## src/rtl/vga_timing_pkg.sv

```systemverilog
// Shared types and default 640x480@60 timing for the VGA scan controller.
// Imported by vga_timing_ctrl; the frame counter is enabled with VGA_FRAME_CNT_EN.
package vga_timing_pkg;

    typedef enum logic [1:0] {
        IDLE      = 2'd0,
        RUN       = 2'd1,
        STOP_PEND = 2'd2
    } vga_state_e;

    localparam logic [15:0] DEF_H_ACTIVE = 16'd640;
    localparam logic [15:0] DEF_H_FP     = 16'd16;
    localparam logic [15:0] DEF_H_SYNC   = 16'd96;
    localparam logic [15:0] DEF_H_BP     = 16'd48;
    localparam logic [15:0] DEF_V_ACTIVE = 16'd480;
    localparam logic [15:0] DEF_V_FP     = 16'd10;
    localparam logic [15:0] DEF_V_SYNC   = 16'd2;
    localparam logic [15:0] DEF_V_BP     = 16'd33;

    localparam logic [15:0] DEF_H_TOTAL     = DEF_H_ACTIVE + DEF_H_FP + DEF_H_SYNC + DEF_H_BP;
    localparam logic [15:0] DEF_V_TOTAL     = DEF_V_ACTIVE + DEF_V_FP + DEF_V_SYNC + DEF_V_BP;
    localparam logic [15:0] DEF_HSYNC_START = DEF_H_ACTIVE + DEF_H_FP;
    localparam logic [15:0] DEF_HSYNC_END   = DEF_HSYNC_START + DEF_H_SYNC - 16'd1;
    localparam logic [15:0] DEF_VSYNC_START = DEF_V_ACTIVE + DEF_V_FP;
    localparam logic [15:0] DEF_VSYNC_END   = DEF_VSYNC_START + DEF_V_SYNC - 16'd1;

    // Inclusive window test used for both sync pulses.
    function automatic logic inWindow(input logic [15:0] pos,
                                      input logic [15:0] lo,
                                      input logic [15:0] hi);
        return (pos >= lo) && (pos <= hi);
    endfunction

endpackage

```

## src/rtl/vga_timing_ctrl_axis_counter.sv

```systemverilog
// Single scan axis counter: counts enabled ticks 0..TERMINAL and flags the wrapping tick.
// Exposes the next count so the parent can register outputs aligned with the count.
module vga_axis_counter #(
    parameter int unsigned          WIDTH    = 16,
    parameter logic [WIDTH-1:0]     TERMINAL = '1
) (
    input  logic             clk_i,
    input  logic             rst_n_i,
    input  logic             en_i,
    output logic [WIDTH-1:0] count_o,
    output logic [WIDTH-1:0] next_o,
    output logic             wrap_o
);

    logic [WIDTH-1:0] count_q;
    logic [WIDTH-1:0] count_d;

    always_comb begin
        wrap_o  = en_i && (count_q == TERMINAL);
        count_d = count_q;
        if (en_i) begin
            count_d = (count_q == TERMINAL) ? '0 : count_q + WIDTH'(1);
        end
    end

    always_ff @(posedge clk_i) begin
        if (!rst_n_i) begin
            count_q <= '0;
        end else begin
            count_q <= count_d;
        end
    end

    assign count_o = count_q;
    assign next_o  = count_d;

endmodule

```

## src/rtl/vga_timing_ctrl.sv

```systemverilog
// VGA scan timing controller with run/stop sequencing that stops only at a frame boundary.
// Define VGA_FRAME_CNT_EN to add the completed-frame counter output frame_cnt_o.
module vga_timing_ctrl
    import vga_timing_pkg::*;
#(
    parameter logic [15:0] H_ACTIVE  = DEF_H_ACTIVE,
    parameter logic [15:0] H_FP      = DEF_H_FP,
    parameter logic [15:0] H_SYNC    = DEF_H_SYNC,
    parameter logic [15:0] H_BP      = DEF_H_BP,
    parameter logic [15:0] V_ACTIVE  = DEF_V_ACTIVE,
    parameter logic [15:0] V_FP      = DEF_V_FP,
    parameter logic [15:0] V_SYNC    = DEF_V_SYNC,
    parameter logic [15:0] V_BP      = DEF_V_BP,
    parameter logic        HSYNC_POL = 1'b0,
    parameter logic        VSYNC_POL = 1'b0
) (
    input  logic        clk_i,
    input  logic        rst_n_i,
    input  logic        pix_en_i,
    input  logic        run_i,
    output logic [15:0] h_count_o,
    output logic [15:0] v_count_o,
    output logic        hsync_o,
    output logic        vsync_o,
    output logic        video_on_o,
    output logic        line_end_o,
    output logic        frame_end_o,
`ifdef VGA_FRAME_CNT_EN
    output logic [15:0] frame_cnt_o,
`endif
    output logic        busy_o
);

    localparam logic [15:0] H_TOTAL     = H_ACTIVE + H_FP + H_SYNC + H_BP;
    localparam logic [15:0] V_TOTAL     = V_ACTIVE + V_FP + V_SYNC + V_BP;
    localparam logic [15:0] HSYNC_START = H_ACTIVE + H_FP;
    localparam logic [15:0] HSYNC_END   = HSYNC_START + H_SYNC - 16'd1;
    localparam logic [15:0] VSYNC_START = V_ACTIVE + V_FP;
    localparam logic [15:0] VSYNC_END   = VSYNC_START + V_SYNC - 16'd1;

    vga_state_e  state_q, state_d;
    logic        hsync_q, vsync_q, videoOn_q;
    logic        tick, hWrap, vWrap, lineEnd, frameEnd;
    logic [15:0] hCount, vCount, hNext, vNext;

    // Gating with reset keeps the strobes quiet while reset is applied.
    assign tick     = rst_n_i && pix_en_i && (state_q != IDLE);
    assign lineEnd  = hWrap;
    assign frameEnd = hWrap && vWrap;

    vga_axis_counter #(.WIDTH(16), .TERMINAL(H_TOTAL - 16'd1)) uHCounter (
        .clk_i   (clk_i),
        .rst_n_i (rst_n_i),
        .en_i    (tick),
        .count_o (hCount),
        .next_o  (hNext),
        .wrap_o  (hWrap)
    );

    vga_axis_counter #(.WIDTH(16), .TERMINAL(V_TOTAL - 16'd1)) uVCounter (
        .clk_i   (clk_i),
        .rst_n_i (rst_n_i),
        .en_i    (lineEnd),
        .count_o (vCount),
        .next_o  (vNext),
        .wrap_o  (vWrap)
    );

    // A run request arriving on the final tick of a pending stop keeps scanning.
    always_comb begin
        state_d = state_q;
        unique case (state_q)
            IDLE:      if (run_i) state_d = RUN;
            RUN:       if (!run_i) state_d = STOP_PEND;
            STOP_PEND: begin
                if (run_i)         state_d = RUN;
                else if (frameEnd) state_d = IDLE;
            end
            default:   state_d = IDLE;
        endcase
    end

    always_ff @(posedge clk_i) begin
        if (!rst_n_i) begin
            state_q   <= IDLE;
            hsync_q   <= ~HSYNC_POL;
            vsync_q   <= ~VSYNC_POL;
            videoOn_q <= 1'b0;
        end else begin
            state_q   <= state_d;
            hsync_q   <= inWindow(hNext, HSYNC_START, HSYNC_END) ? HSYNC_POL : ~HSYNC_POL;
            vsync_q   <= inWindow(vNext, VSYNC_START, VSYNC_END) ? VSYNC_POL : ~VSYNC_POL;
            videoOn_q <= (state_d != IDLE) && (hNext < H_ACTIVE) && (vNext < V_ACTIVE);
        end
    end

`ifdef VGA_FRAME_CNT_EN
    logic [15:0] frameCnt_q;

    always_ff @(posedge clk_i) begin
        if (!rst_n_i) begin
            frameCnt_q <= '0;
        end else if (frameEnd) begin
            frameCnt_q <= frameCnt_q + 16'd1;
        end
    end

    assign frame_cnt_o = frameCnt_q;
`endif

    assign h_count_o   = hCount;
    assign v_count_o   = vCount;
    assign hsync_o     = hsync_q;
    assign vsync_o     = vsync_q;
    assign video_on_o  = videoOn_q;
    assign line_end_o  = lineEnd;
    assign frame_end_o = frameEnd;
    assign busy_o      = (state_q != IDLE);

endmodule

```

## config.mk

```make
export PLATFORM = sky130hd
export DESIGN_NAME = vga_timing_ctrl
export DESIGN_NICKNAME = d
export VERILOG_FILES = /design/src/rtl/vga_timing_pkg.sv /design/src/rtl/vga_timing_ctrl_axis_counter.sv /design/src/rtl/vga_timing_ctrl.sv
export SDC_FILE = /design/constraint.sdc
export NUM_CORES = 1
export LEC_CHECK = 0
export BUFFER_PORTS_ARGS = -buffer_cell sky130_fd_sc_hd__buf_2
export CORE_MARGIN = 4
export CORE_UTILIZATION = 51
export DETAILED_ROUTE_END_ITERATION = 6
export PLACE_DENSITY = 0.76
export SYNTH_ARGS = -nofsm -noshare
export SYNTH_HDL_FRONTEND = slang
export SYNTH_SLANG_ARGS = --single-unit
```

## constraint.sdc

```tcl
create_clock -name clk_i -period 2.62 [get_ports clk_i]
set_clock_uncertainty 0.1 [all_clocks]
set_input_delay 0.131 -clock clk_i [delete_from_list [all_inputs] [get_ports clk_i]]
set_output_delay 0.131 -clock clk_i [all_outputs]
set_load 0.02 [all_outputs]
```

# ---- Word-level counts from Yosys, hierarchy flattened
# Index checks and enable logic that the tools add are counted.
dict set report totals {
  wordCells 41
  in_bits 4
  reg_bits 37
  out_inout_bits 38
}
dict set report op_classes {
  add_sub_neg 2
  order_cmp 6
  reduce_logical 12
  mux 11
  n_eq_ne 4
}
# cell n
set ops {}
lappend ops {{$mux 16} 4}
lappend ops {{$add 16x1->16 const B} 2}
lappend ops {{$eq 16x10->1 const B} 2}
lappend ops {{$ge 16x10->1 const B} 1}
lappend ops {{$ge 16x9->1 const B} 1}
lappend ops {{$le 16x10->1 const B} 1}
lappend ops {{$le 16x9->1 const B} 1}
lappend ops {{$lt 16x10->1 const B} 1}
lappend ops {{$lt 16x9->1 const B} 1}
lappend ops {{$logic_and 1x1->1} 9}
lappend ops {{$mux 2} 4}
lappend ops {{$pmux 2 s3} 1}
lappend ops {{$reduce_bool 2->1} 2}
lappend ops {{$eq 2x1->1 const B} 1}
lappend ops {{$eq 2x2->1 const B} 1}
lappend ops {{$logic_not 2->1} 1}
lappend ops {{$mux 1} 2}

# ---- Longest topological paths before layout
dict set report logic_depth {
  ltp_word 11
  mapped_depth 9
  depth_no_buf 8
}

# ---- Cells and area by module
# A second synthesis with hierarchy kept.
dict set report unflattened {
  hier_cells 232
  hier_area_um2 2044.5
}
# module seq_area_each_um2 area_each_um2 n_inst cells_per_inst
set modules_own_cells {}
lappend modules_own_cells {{vga_axis_counter at uVCounter} 320.3 953.4 1 107}
lappend modules_own_cells {{vga_axis_counter at uHCounter} 320.3 827.0 1 94}
lappend modules_own_cells {vga_timing_ctrl 100.1 264.0 1 31}

# ---- Worst setup path after synthesis
# Ideal clock, no wire load.
dict set report synth_timing {
  path_type {flip-flop to flip-flop}
  from {register uHCounter.count_q[1], in the netlist uHCounter.count_o[1]}
  to {register vsync_q, in the netlist vsync_o}
  setup_time_ps 127
  path_stages_with_launch 9
  required_ps 2393
  synth_period_minus_slack_ps 2774
  setup_slack_ps -154
  t_arrival_ps 2547
  path_buffers 1
  path_cell_list {dfxtp_1 ha_1 and3_2 nand2_2 buf_4 nor3_1 o21bai_4 o211ai_2 or3_1}
}
dict set report synth_between {
  elab_chain_cells 6
  word_cells_on_any_way 7
  cone_classes {2 x order compare; 1 x eq/ne; 2 x mux; 2 x reduce/logical}
}
# item line_no
set synth_lines {}
lappend synth_lines {{start, declared} vga_timing_ctrl_axis_counter.sv:15} ;# logic [WIDTH-1:0] count_q;
lappend synth_lines {{start signal, assigned} vga_timing_ctrl_axis_counter.sv:30} ;# count_q <= count_d;
lappend synth_lines {{$eq 16x10->1 *} vga_timing_ctrl_axis_counter.sv:19} ;# wrap_o = en_i && (count_q == TERMINAL);
lappend synth_lines {{$logic_and 1x1->1 *} vga_timing_ctrl_axis_counter.sv:19}
lappend synth_lines {{$mux 16 *} vga_timing_ctrl_axis_counter.sv:21} ;# if (en_i) begin
lappend synth_lines {{$ge 16x9->1 / $le 16x9->1 (equally long branches)} vga_timing_pkg.sv:31} ;# return (pos >= lo) && (pos <= hi);
lappend synth_lines {{$logic_and 1x1->1 *} vga_timing_pkg.sv:31}
lappend synth_lines {{$mux 1 *} vga_timing_ctrl.sv:92} ;# vsync_q <= inWindow(vNext, VSYNC_START, VSYNC_END) ? VSYNC_POL : ~VSYNC_POL;
lappend synth_lines {{end signal, assigned} vga_timing_ctrl.sv:87} ;# vsync_q <= ~VSYNC_POL;
lappend synth_lines {{end signal, assigned} vga_timing_ctrl.sv:92}
lappend synth_lines {{end, declared} vga_timing_ctrl.sv:42} ;# logic hsync_q, vsync_q, videoOn_q;
# Every way passes the cells marked *; elsewhere a longest branch is shown, timed or not.
# A chain may end at the register's enable or synchronous reset.

# ---- Worst setup path after layout
dict set report layout_timing {
  from {register uHCounter.count_q[0], in the netlist uHCounter.count_o[0]}
  to {register vsync_q, in the netlist vsync_o}
}
# The elaborated chain is that of the path after synthesis.

==> impl_metrics.json <==
{
  "status": "complete, no violations",
  "antenna_found_initial": 0,
  "yosys_most_used_dff": "dfxtp_1",
  "crit_arrival_ps": 2600,
  "yosys-top-cells-count": "dfxtp_1 (37), nor2_1 (36), nand2_1 (19)",
  "cts_root_buf": "clkbuf_8",
  "crit_chain": "ha_1 -> and3_2 -> nand2_2 -> or4_1 -> o21bai_4 -> o211ai_2 -> or3_1",
  "cp.required_ps": 2710,
  "final.period_utilization": 0.959,
  "die_area_um2": 5950,
  "leakagePower_nw": 1.18,
  "worst_pin_slew_ps": 612,
  "dr.pass1.iters": 5,
  "place.gp.congestion": 0.934,
  "num_io_pins": 42,
  "hold_viol": 0,
  "core_area_um2": 4500,
  "min_period_ps": 2510,
  "synth_seq_cells": 37,
  "drive_gt1_frac": 0.275,
  "cts_tree": "done",
  "postCtsSetupBuffers": 0,
  "path_class": "reg -> reg",
  "synthCells": 306,
  "end_kind": "flop",
  "grt_pass1_vias": 2314,
  "fp.dieH_um": 77.2,
  "dieWidth_um": 77.2,
  "ys_warn_count": 0,
  "yosysTopAreaCell": "dfxtp_1",
  "syn_nets": 313,
  "cap_violations": 0,
  "io_buffer_count": 41,
  "fmax_mhz": 398,
  "synth_edf_count": 0,
  "slew_headroom": 0.592,
  "cpMaxStageDelayCell": "or4_1",
  "grt_max_degree": 17,
  "vias": 2505,
  "syn_area_per_cell_um2": 7.97,
  "powerDensity_nw_per_um2": 349,
  "hold_path.class": "in -> reg",
  "grt_pass1_wl_um": 10900,
  "nets": 370,
  "nFillCells": 421,
  "synth_async_sr_flop_share": 0,
  "ant_nets": 0,
  "total_power_mw": 1.02,
  "setup-tns-final_ps": 0,
  "fp-row-count": 24,
  "synth.most_common_cell": "dfxtp_1",
  "clk_pin_slew_ps": 80,
  "netlist-cell-type-count": 57,
  "drtIter0Drc": 149,
  "start_util": 0.541,
  "numCtsBuffers": 5,
  "synth_top_area_share": 0.304,
  "totalWireLength_um": 6490,
  "overflow": 0,
  "synth_area_um2": 2440,
  "htree_levels": 2,
  "seq_area_frac_synth": 0.304,
  "wl_per_cell_um": 15.6,
  "start_kind": "flop",
  "cts.sinks": 37,
  "cts_buffer_depth": 2,
  "vias_per_cell": 6.02,
  "antennaDiodeCount": 0,
  "syn2layout_area_growth_pct": 20.4,
  "route.detailed.drc": 0,
  "grt_usage": 0.223,
  "critPathMaxStageDelay_ps": 710,
  "ir_drop_mv": 0.225,
  "hpwl_um": 4730,
  "clock_latency_ps": 300,
  "slew_violations": 0,
  "synthTopCellsByArea": "dfxtp_1 (30%), nor2_1 (5.5%), xnor2_1 (5.4%), xor2_1 (4.3%), nand4_1 (3.6%)",
  "cp_max_fo": 12,
  "rsz0062_at_grt": "no",
  "setup_viol": 0
}
[routing by layer]
metal,vias to the layer above,global-route usage,part of all wire
li1,1225,-,-
met1,1155,0.283,0.43
met2,109,0.373,0.48
met3,16,0.0422,0.073
met4,0,0.0801,0.015
met5,-,0,0
[flip-flops by register name, indices dropped and copies added (netlist names)]
signal	cells
video_on_o	1
uVCounter.count_o	16
uHCounter.count_o	16
vsync_o	1
hsync_o	1
state_q	2
[kinds of logic after synthesis]
group | Yosys count | synth area share
simple gates | 158 | 0.374
mux | 5 | 0.0215
flops | 37 | 0.304
buf+inv | 29 | 0.0590
compound gates | 47 | 0.129
xor+xnor | 27 | 0.0970
fa+ha+maj | 3 | 0.0154
[layout by cell type (no fill, tap or decap), drive strengths merged, types with 3 or more instances in the layout]
master / n
nand2b: 4
nand3: 17
or3: 10
and2: 3
mux2i: 3
nor3: 15
nand2: 20
nor2: 36
nand4: 15
inv: 8
or4: 3
nor4b: 6
xor2: 12
and3: 7
xnor2: 15
buf: 70
nor4: 9
o31ai: 4
dfxtp: 37
clkbuf: 5
o21a: 3
o211a: 3
o21ai: 11
a21oi: 13
ha: 3
o22ai: 3
[metrics by stage]
stage	instances	utilization	worst slack, ps	hold slack, ps	area [µm²]
global placement	407	0.628	62.9	227	2830
detailed placement	407	0.628	28.9	229	2830
finish	416	0.652	107	49.4	2940
floorplan	306	-	71.8	108	2450
CTS	416	0.649	15.3	50.7	2920
global route	416	0.652	0.741	88.0	2940
[path summary, 6_finish.rpt]
| check | slack [ps] | cells past startpoint | endpoint | startpoint |
|---|---|---|---|---|
| hold / removal | 50 | 3 | uVCounter.count_o[5]$_SDFF_PN0_ | rst_n_i |
| setup / recovery | 110 | 7 | vsync_o$_SDFF_PN1_ | uHCounter.count_o[0]$_SDFF_PN0_ |
| setup reg to reg | 110 | 7 | vsync_o$_SDFF_PN1_ | uHCounter.count_o[0]$_SDFF_PN0_ |
| hold reg to reg | 450 | 1 | uVCounter.count_o[5]$_SDFF_PN0_ | uVCounter.count_o[5]$_SDFF_PN0_ |
[worst max-delay path: cells and delay by family (launching register included)]
family,cells,cell delay (ps)
AO/OA/AOI/OAI,2,270
AND/OR/NAND/NOR,4,1520
flip-flops,1,340
adder cells (fa/ha/maj),1,170
[cell type report]
type	instances	area, µm²	share of cell area
clock buffer	5	68.8	0.0234
sequential	37	744	0.254
multi-input combinational	240	1580	0.537
tap	52	65.1	0.0222
clock inverter	3	17.5	0.00597
timing repair buffer	71	433	0.147
inverter	8	30.0	0.0102
[repair_timing]
item	CTS	global route
hold endpoints to repair	2	0
hold buffers	1	0
endpoints found under the setup margin	0	1
gates resized for setup	0	4
[report_power, final]
| part | internal [mW] | leakage [nW] | switching [mW] |
|---|---|---|---|
| registers | 0.565 | 0.300 | 0.00261 |
| clock network | 0.184 | 0.0439 | 0.230 |
| logic | 0.0147 | 0.838 | 0.0273 |
| total | 0.764 | 1.18 | 0.260 |
(Power assumes the default switching activity.)
